## config.mk

```make
export PLATFORM = sky130hd
export DESIGN_NAME = lifo_arbiter
export DESIGN_NICKNAME = d
export VERILOG_FILES = /design/src/rtl/lifo_arbiter.sv
export SDC_FILE = /design/constraint.sdc
export NUM_CORES = 1
export LEC_CHECK = 0
export BUFFER_PORTS_ARGS = -buffer_cell sky130_fd_sc_hd__buf_2
export CAP_MARGIN = 10
export CORE_MARGIN = 2
export CORE_UTILIZATION = 45
export CTS_CLUSTER_DIAMETER = 60
export CTS_CLUSTER_SIZE = 14
export DETAILED_ROUTE_END_ITERATION = 8
export PLACE_DENSITY = 0.81
export SETUP_SLACK_MARGIN = 0.02
export SLEW_MARGIN = 30
export SYNTH_ARGS = -nofsm -noshare
export SYNTH_HDL_FRONTEND = slang
export SYNTH_SLANG_ARGS = --single-unit
```

## constraint.sdc

```tcl
create_clock -name clk -period 4.8 [get_ports clk]
set_input_delay 0.24 -clock clk [delete_from_list [all_inputs] [get_ports clk]]
set_output_delay 0.24 -clock clk [all_outputs]
set_load 0.005 [all_outputs]
```

## src/rtl/lifo_arbiter.sv

```systemverilog
// lifo_arbiter: round-robin front end sharing one LIFO stack between NUM_REQ requesters.
//
// Handshake: a command transfers in the cycle where req_valid[i] & req_ready[i] are both 1.
// req_ready is a combinational one-hot grant and is only ever raised for a requester whose
// req_valid is already 1. Requesters keep op/data stable while valid and not ready. Dropping
// valid before ready is allowed; the grant simply moves on. Every accepted command gets exactly
// one rsp_valid strobe in the following cycle, unless reset is asserted in that cycle.
module lifo_arbiter #(
  parameter int NUM_REQ    = 4,
  parameter int DATA_WIDTH = 8,
  parameter int DEPTH      = 12,
  localparam int CNT_W     = $clog2(DEPTH + 1),
  localparam int IDX_W     = $clog2(NUM_REQ)
) (
  input  logic                          clk,
  input  logic                          rst_n,
  input  logic [NUM_REQ-1:0]            req_valid,
  input  logic [NUM_REQ-1:0]            req_op,
  input  logic [NUM_REQ*DATA_WIDTH-1:0] req_data,
  output logic [NUM_REQ-1:0]            req_ready,
  output logic [NUM_REQ-1:0]            rsp_valid,
  output logic                          rsp_err,
  output logic [DATA_WIDTH-1:0]         rsp_data,
  output logic                          lifo_wr_en,
  output logic                          lifo_rd_en,
  output logic [DATA_WIDTH-1:0]         lifo_data_wr,
  input  logic [DATA_WIDTH-1:0]         lifo_data_rd,
  input  logic                          lifo_full,
  input  logic                          lifo_empty,
  output logic [CNT_W-1:0]              occupancy
);

  logic [IDX_W-1:0]      rr_ptr;
  logic [IDX_W-1:0]      grant_idx;
  logic                  grant_found;
  logic [NUM_REQ-1:0]    grant;
  logic                  grant_op;
  logic [DATA_WIDTH-1:0] grant_data;
  logic                  push_ok;
  logic                  pop_ok;
  logic                  issue_err;
  logic [IDX_W-1:0]      rr_next;

  logic [NUM_REQ-1:0]    rsp_valid_q;
  logic                  rsp_err_q;
  logic                  rsp_pop_q;
  logic [CNT_W-1:0]      occ_q;

  // Round-robin search starting at rr_ptr; no grant while reset is held.
  always_comb begin
    grant_found = 1'b0;
    grant_idx   = '0;
    grant       = '0;
    for (int k = 0; k < NUM_REQ; k++) begin
      int j;
      j = int'(rr_ptr) + k;
      if (j >= NUM_REQ) j = j - NUM_REQ;
      if (!grant_found && rst_n && req_valid[j]) begin
        grant_found = 1'b1;
        grant_idx   = IDX_W'(j);
      end
    end
    if (grant_found) grant[grant_idx] = 1'b1;
  end

  // Issue decision for the granted command, same cycle as acceptance.
  always_comb begin
    grant_op   = req_op[grant_idx];
    grant_data = req_data[grant_idx*DATA_WIDTH +: DATA_WIDTH];
    push_ok    = grant_found &&  grant_op && !lifo_full;
    pop_ok     = grant_found && !grant_op && !lifo_empty;
    issue_err  = grant_found && ((grant_op && lifo_full) || (!grant_op && lifo_empty));
    rr_next    = (grant_idx == IDX_W'(NUM_REQ - 1)) ? '0 : grant_idx + 1'b1;
  end

  assign req_ready    = grant;
  assign lifo_wr_en   = push_ok;
  assign lifo_rd_en   = pop_ok;
  assign lifo_data_wr = push_ok ? grant_data : '0;

  // Round-robin pointer advances past the requester just served.
  always_ff @(posedge clk) begin
    if (!rst_n) begin
      rr_ptr <= '0;
    end else if (grant_found) begin
      rr_ptr <= rr_next;
    end
  end

  // Occupancy mirror of the stack, tracked from issued strobes, clamped to 0..DEPTH.
  always_ff @(posedge clk) begin
    if (!rst_n) begin
      occ_q <= '0;
    end else if (push_ok && (occ_q != CNT_W'(DEPTH))) begin
      occ_q <= occ_q + 1'b1;
    end else if (pop_ok && (occ_q != '0)) begin
      occ_q <= occ_q - 1'b1;
    end
  end

  assign occupancy = occ_q;

  // Registered response context: who was served, whether it failed, whether data comes back.
  always_ff @(posedge clk) begin
    if (!rst_n) begin
      rsp_valid_q <= '0;
      rsp_err_q   <= 1'b0;
      rsp_pop_q   <= 1'b0;
    end else begin
      rsp_valid_q <= grant;
      rsp_err_q   <= issue_err;
      rsp_pop_q   <= pop_ok;
    end
  end

  // Responses are masked while reset is low so a command accepted just before reset is dropped.
  assign rsp_valid = rst_n ? rsp_valid_q : '0;
  assign rsp_err   = rst_n & rsp_err_q;
  assign rsp_data  = (rst_n && rsp_pop_q) ? lifo_data_rd : '0;

endmodule
```

# Word level (Yosys, flattened, before mapping)
# Index checks and enable logic that the tools add are counted.
# word_totals
reg_bits	12
out_inout_bits	31
# op_classes
n_addsub	10
magnitude_cmp	10
n_eq_ne	2
shifts	1
muxes	35
n_bitwise	1
n_reduce_logical	27
# ops
op	n
$lt 32x4->1 const B	4
$mux 32	4
$shiftx 32x6->8	1
$logic_and 1x1->1	18
$mux 4	4
$mux 8	2
$mux 1	14
$sub 3x3->4 const B	3
$bmux 1 s2	5
$mux 2	5
$ge 3x3->1 const B	3
$add 2x2->3 const B	2
$logic_not 1->1	6
$add 4x1->4 const B	1
$ne 4x4->1 const B	1
$reduce_bool 4->1	1
$sub 2x3->4 const B	1
$sub 4x1->4 const B	1
$add 2x1->3 const B	1
$ge 2x3->1 const B	1
$lt 2x3->1 const B	1
$add 2x1->2 const B	1
$demux 1 s2	1
$eq 2x2->1 const B	1
other kinds (4)	4

# Longest topological paths before layout
# Gate-level depths: netlist of run 1.
# logic_depth
ltp_word	27
ltp_mapped	14

# Least setup slack after synthesis of run 1
# OpenSTA, ideal clock, no wires.
# synth_timing
path_kind	register to register
start	register rr_ptr[0]
end	register occ_q[3], in the netlist occupancy[3]
setup_time_ns	0.072
arrival_time_ns	3.095
t_required_ns	4.728
setup_slack_ns	1.633
stages_incl_launch_ff	14
path_buffers	2
period_less_slack_ns	3.167
path_cell_list	dfxtp_1 > clkbuf_2 > mux4_2 > nor3_1 > a22o_2 > buf_12 > mux2i_4 > nand2b_1 > ha_1 > a21o_1 > a21oi_1 > or4_1 > mux2i_1 > mux2i_1
# synth_between
elab_chain_cells	26
word_cells_on_any_way	56
cone_classes	add/sub (7); order compare (4); mux (27); reduce/logical (18)
# synth_lines
item	line	source
start, declared	33	logic [IDX_W-1:0] rr_ptr;
start signal, assigned	86	rr_ptr <= rr_next;
$sub 2x3->4 / $ge 2x3->1 (equally long branches)	57	if (j >= NUM_REQ) j = j - NUM_REQ;
$mux 32	57	
$bmux 1 s2	58	if (!grant_found && rst_n && req_valid[j]) begin
$mux 1 (not written as such) (2 in series)	58	
$logic_and 1x1->1	58	
$mux 1	58	
$logic_not 1->1	58	
$logic_and 1x1->1 (2 in series)	58	
[6 not listed]	--	
$logic_and 1x1->1 (2 in series)	58	
$mux 2	58	
$bmux 1 s2	68	grant_op = req_op[grant_idx];
$mux 1 (not written as such)	68	
$logic_not 1->1	71	pop_ok = grant_found && !grant_op && !lifo_empty;
$logic_and 1x1->1 (2 in series)	71	
$logic_and 1x1->1	96	end else if (pop_ok && (occ_q != '0)) begin
$reduce_bool 2->1 (no line)	--	
end signal, assigned	95	occ_q <= occ_q + 1'b1;
end signal, assigned	97	occ_q <= occ_q - 1'b1;
end, declared	47	logic [CNT_W-1:0] occ_q;
# Several ways; a longest one is shown, not always the timed one. The select of a mux whose other input is x is not followed.
# A chain may end at the register's enable or synchronous reset.

# Worst setup path after layout of run 1
# Ends and elaborated chain as after synthesis.

==> results_dict.tcl, run 1 <==
set metrics [dict create \
    outcome "finished clean" \
    synth_flop_cell "dfxtp_1" \
    cts-buffers-inserted 3 \
    cts_resized 0 \
    worstMarginPinSlew_ns 0.5786 \
    pwr-share-comb_pct 49.1 \
    wire_per_inst_um 11.07 \
    path_clk_slew_ns 0.07 \
    path_buf_inv 0 \
    grtUsageTotal_pct 18.10 \
    fmaxAchievable_mhz 266.9 \
    syn_avg_cell_area_um2 7.865 \
    fin_worst_skew_ns 0.001901 \
    drt_iter0_markers 28 \
    power_switching_uw 167.2 \
    grt_pass1_wl_um 4726 \
    cp.required_ns 5.01 \
    relSlewSlack_pct 61.43 \
    syn_area_um2 1266 \
    crit_family "multiplexers" \
    switching_share_pct 37.29 \
    synthCells 161 \
    io_pins 83 \
    crit_top_cell "mux2i_1" \
    synth_edf_count 0 \
    routabilityCongestion 0.8505 \
    tns_ns 0 \
    antenna_cells 0 \
    ys_ff_latch 12 \
    via_per_inst 4.985 \
    yosys_warnings 0 \
    async_flop_share_pct 0 \
    finalNetCount 300 \
    htreeDepth 1 \
    antenna_found_initial 0 \
    drcViolationCount 0 \
    r2r_end "occupancy[3]" \
    critPathArrivalTime_ns 3.96 \
    core_area_um2 2710 \
    reg2reg_from "rr_ptr[0]" \
    die_h_um 57.05 \
    wl_um 3000 \
    cp-start-kind "flop" \
    dieWidth_um 57.05 \
    p_int_uw 281.2 \
    setup_viol 0 \
    final_max_slew_viol_count 0 \
    period_needed_ns 3.746 \
    cts_hold_buf 0 \
    r2r_setup_slack_ns 1.05 \
    ys_types 37 \
    finalCritPeriodShare_pct 78.05 \
    area_growth_syn_to_layout_pct 35.08 \
    clockBufferDepth 2 \
    cts_setup_buffers 0 \
    whs_path_depth 2 \
    cts_root_buf "clkbuf_4" \
    final_common_cell "buf_2" \
    clkLatencyLatePin_ns 0.28 \
    peakVddDrop_uv 300.7 \
    cp_cell_sequence "mux4_2, nor3_1, a22o_2, mux2i_4, nand2b_1, ha_1, a21o_1, a21oi_1, or4_1, mux2i_1, mux2i_1" \
    rows 19 \
    grt_overflow 0 \
    synth_fp_nets 220 \
    drt_pre_antenna_iters 4 \
    r2r_cells 11 \
    portBuffers 82 \
    grt_max_degree 24 \
    utilization_pct 63.11 \
    power.share.clock_pct 18.1 \
    min-delay-start "lifo_empty" \
    dpl.hpwl_um 2385 \
    cp_max_fo 20 \
    ant_nets 0 \
    die_area_um2 3254 \
    p_seq_share_pct 32.8 \
    hold_viol 0 \
    hold_class "input pin to flop" \
    clock_sinks 12 \
    critPathMaxStageDelay_ns 0.55 \
    rsz0062_at_grt "false" \
    p_leak_nw 0.9491 \
    grt_pass1_vias 1131 \
    hold_ws_ns 0.1820 \
    initial_core_util_pct 46.72 \
    layout-drive-gt1-share_pct 39.17 \
    final_cell_mix "buf_2, nand2_1, mux2i_1" \
    hold_end "rsp_pop_q" \
    max-cap-violations 0 \
    vias 1351 \
    crit_slowest_cell "a22o_2" \
    power_density_nw_per_um2 262.1 \
    crit_type "flop to flop" \
    worstSetupEndpointType "flop" \
    synth_seq_area_share_pct 18.97 \
    cts_tree "yes" \
]
-- per-layer routing --
metal | vias up | GRT usage, % | wire, µm
met3 | 4 | 3.401 | 149
met2 | 38 | 31.69 | 1430
li1 | 710 | - | -
met5 | - | 0 | 0
met1 | 599 | 21.89 | 1378
met4 | 0 | 6.977 | 41
-- state kept, by name (all words and copies together) (netlist names) --
signal       flops
occupancy        4
rsp_valid_q      4
rr_ptr           2
rsp_err_q        1
rsp_pop_q        1
-- power groups by stage --
| stage | clock, mW | sequential (mW) | combinational (mW) |
|---|---|---|---|
| final | 0.0811 | 0.147 | 0.220 |
| after global routing | 0.0874 | 0.152 | 0.248 |
| after CTS | 0.0837 | 0.148 | 0.222 |
| after detailed placement | 0 | 0.150 | 0.221 |
| after global placement | 0 | 0.150 | 0.218 |
| after floorplan | 0 | 0.143 | 0.160 |
-- synthesized netlist by cell type, drive strengths merged (2+ instances only) --
library cell / n / area share, %
a21boi: 2 / 1.2
a21oi: 4 / 1.6
and2: 5 / 2.5
and3: 17 / 8.4
buf: 2 / 2.0
clkbuf: 6 / 1.9
dfxtp: 12 / 19
ha: 6 / 5.9
inv: 8 / 2.4
mux2i: 27 / 23
mux4: 2 / 3.6
nand2: 27 / 8.0
nand2b: 4 / 2.0
nor2: 17 / 5.2
nor2b: 2 / 0.99
nor3: 3 / 1.2
o21ai: 2 / 0.79
-- layout make-up --
type                       count  area, µm²
fill                         269      999.7
multi-input combinational    132      943.4
timing repair buffer          83      417.9
sequential                    12      240.2
tap                           31      38.79
clock buffer                   4      36.28
inverter                       9      33.78
-- through the flow --
| stage | power [mW] | setup WS [ns] | instance area, µm² | cells |
|---|---|---|---|---|
| after floorplan | 0.3037 | 1.633 | 1266 | 161 |
| after global routing | 0.4874 | 0.7742 | 1710 | 271 |
| after global placement | 0.3678 | 1.176 | 1674 | 267 |
| final | 0.4484 | 1.054 | 1710 | 271 |
| after CTS | 0.4533 | 1.057 | 1710 | 271 |
| after detailed placement | 0.3711 | 1.071 | 1674 | 267 |
-- worst reg2reg max path, cell delays in order, from the launching register on --
cell      delay [ns]
dfxtp_1         0.50
mux4_2          0.55
nor3_1          0.21
a22o_2          0.55
mux2i_4         0.46
nand2b_1        0.17
ha_1            0.30
a21o_1          0.10
a21oi_1         0.07
or4_1           0.40
mux2i_1         0.18
mux2i_1         0.19
-- cell families after synthesis --
group | after synthesis | share of synthesized area [%]
XOR/XNOR | 1 | 0.6918
multiplexers | 29 | 26.19
flip-flops | 12 | 18.97
AND/OR/NAND/NOR | 81 | 32.71
buffers and inverters | 17 | 6.521
AO/OA/AOI/OAI | 14 | 7.412
adder cells (fa/ha/maj) | 7 | 7.510
-- how the worst max path moves through the flow --
stage                   start           end  slack, ns  cells past startpoint
global route        rr_ptr[0]  occupancy[3]       0.77                     11
floorplan           rr_ptr[0]  occupancy[3]       1.63                     13
CTS                 rr_ptr[0]  occupancy[3]       1.06                     11
finish              rr_ptr[0]  occupancy[3]       1.05                     11
global placement    rr_ptr[0]  occupancy[3]       1.18                     11
detailed placement  rr_ptr[0]  occupancy[3]       1.07                     11
Power figures use the tool's default switching activity.
==> run 2, diff against run 1 <==
--- a/config.mk
+++ b/config.mk
@@ -8,11 +8,11 @@
 export BUFFER_PORTS_ARGS = -buffer_cell sky130_fd_sc_hd__buf_2
 export CAP_MARGIN = 10
 export CORE_MARGIN = 2
-export CORE_UTILIZATION = 45
+export CORE_UTILIZATION = 42
 export CTS_CLUSTER_DIAMETER = 60
 export CTS_CLUSTER_SIZE = 14
 export DETAILED_ROUTE_END_ITERATION = 8
-export PLACE_DENSITY = 0.81
+export PLACE_DENSITY = 0.76
 export SETUP_SLACK_MARGIN = 0.02
 export SLEW_MARGIN = 30
 export SYNTH_ARGS = -nofsm -noshare
==> constraint.sdc (replaced) <==
create_clock -name clk -period 3.61 [get_ports clk]
set_input_delay 0.1805 -clock clk [delete_from_list [all_inputs] [get_ports clk]]
set_output_delay 0.1805 -clock clk [all_outputs]
set_load 0.005 [all_outputs]
==> results_dict.tcl, run 2 (same netlist as run 1, synthesis figures left out) <==
set metrics [dict create \
    clock_sinks 12 \
    reg2reg_from "rr_ptr[0]" \
    peakVddDrop_uv 189.9 \
    final_common_cell "buf_2" \
    ant_nets 0 \
    violations "design-rule violations" \
    clkLatencyLatePin_ns 0.28 \
    cp-start-kind "flop" \
    via_per_inst 5.136 \
    rsz0062_at_grt "false" \
    max-cap-violations 0 \
    grt_pass1_wl_um 5016 \
    grt_max_degree 24 \
    vias 1402 \
    crit_type "flop to flop" \
    portBuffers 82 \
    critPathCapture "occupancy[3]" \
    clockBufferDepth 2 \
    cts_tree "yes" \
    outcome "finished, violations left" \
    cts_resized 0 \
    period_needed_ns 3.329 \
    critPathArrivalTime_ns 3.54 \
    hold_class "input pin to flop" \
    hold_viol 0 \
    antenna_cells 0 \
    finalCritPeriodShare_pct 92.21 \
    relSlewSlack_pct 75.60 \
    cts_hold_buf 0 \
    drt_pre_antenna_iters 6 \
    tns_ns 0 \
    area_growth_syn_to_layout_pct 36.26 \
    cp_max_fo 8 \
    initial_core_util_pct 45.14 \
    setup_viol 0 \
    path_clk_slew_ns 0.08 \
    worstSetupEndpointType "flop" \
    grt_pass1_vias 1266 \
    wl_um 3196 \
    dieWidth_um 58.91 \
    cp.required_ns 3.82 \
    final_max_slew_viol_count 0 \
    worstMarginPinSlew_ns 0.3655 \
    die_area_um2 3470 \
    cts-buffers-inserted 3 \
    cts_root_buf "clkbuf_4" \
    routabilityCongestion 0.8697 \
    power_density_nw_per_um2 347.2 \
    dpl.hpwl_um 2597 \
    core_area_um2 2805 \
    grtUsageTotal_pct 18.27 \
    finalNetCount 302 \
    fmaxAchievable_mhz 300.4 \
    p_leak_nw 0.9591 \
    drcViolationCount 5 \
    io_pins 83 \
    final_cell_mix "buf_2, nand2_1, mux2i_1" \
    die_h_um 58.91 \
    hold_ws_ns 0.1368 \
    drt_iter0_markers 52 \
    rows 19 \
    whs_path_depth 2 \
    critPathLaunch "rr_ptr[0]" \
    layout-drive-gt1-share_pct 39.67 \
    cts_setup_buffers 0 \
    fin_worst_skew_ns 0.005467 \
    grt_overflow 0 \
    r2r_setup_slack_ns 0.28 \
    r2r_end "occupancy[3]" \
    antenna_found_initial 0 \
    r2r_cells 11 \
    wire_per_inst_um 11.71 \
    htreeDepth 1 \
    total_power_uw 599.1 \
]
run 2: critical path, stage by stage, from the launching register on:
cell	delay [ns]
dfxtp_1	0.51
mux4_2	0.54
nor3_1	0.21
a22o_2	0.21
mux2i_4	0.36
nand2b_1	0.17
ha_1	0.31
a21o_1	0.10
a21oi_1	0.07
or4_1	0.40
mux2i_1	0.18
mux2i_1	0.19
run 2: how the worst min path moves through the flow:
stage / slack [ns] / endpoint / start
detailed placement: 0.41 / rsp_pop_q / lifo_empty
finish: 0.14 / rsp_pop_q / lifo_empty
global route: 0.15 / rsp_pop_q / lifo_empty
floorplan: 0.26 / rsp_pop_q / lifo_empty
global placement: 0.41 / rsp_pop_q / lifo_empty
CTS: 0.11 / rsp_pop_q / lifo_empty
run 2: metrics by stage:
step	setup WS [ns]	util [%]	cell area, µm²	cells
after CTS	0.2956	61.51	1725	273
after detailed placement	0.3325	60.21	1689	269
final	0.2812	61.51	1725	273
after global routing	0.1010	61.51	1725	273
after floorplan	0.4434	-	1266	161
after global placement	0.4427	60.21	1689	269
run 2: layout make-up:
| cell class | instances | area, µm² |
|---|---|---|
| fill | 265 | 1080 |
| multi-input combinational | 132 | 943.4 |
| timing repair buffer | 85 | 432.9 |
| sequential | 12 | 240.2 |
| tap | 31 | 38.79 |
| clock buffer | 4 | 36.28 |
| inverter | 9 | 33.78 |
run 2: report_power, final:
group | leakage [nW] | switching, mW | internal, mW
logic | 0.839 | 0.141 | 0.155
clock network | 0.0210 | 0.0451 | 0.0614
registers | 0.0989 | 0.0363 | 0.160
total | 0.959 | 0.223 | 0.376
run 2: per-layer routing:
layer  vias up  global-route usage [%]  share of wire (%)
met3         2                   4.835                 10
met2        76                   32.70                 48
li1        716                       -                  -
met5         -                       0                  0
met4         0                   5.519               0.44
met1       608                   21.11                 41
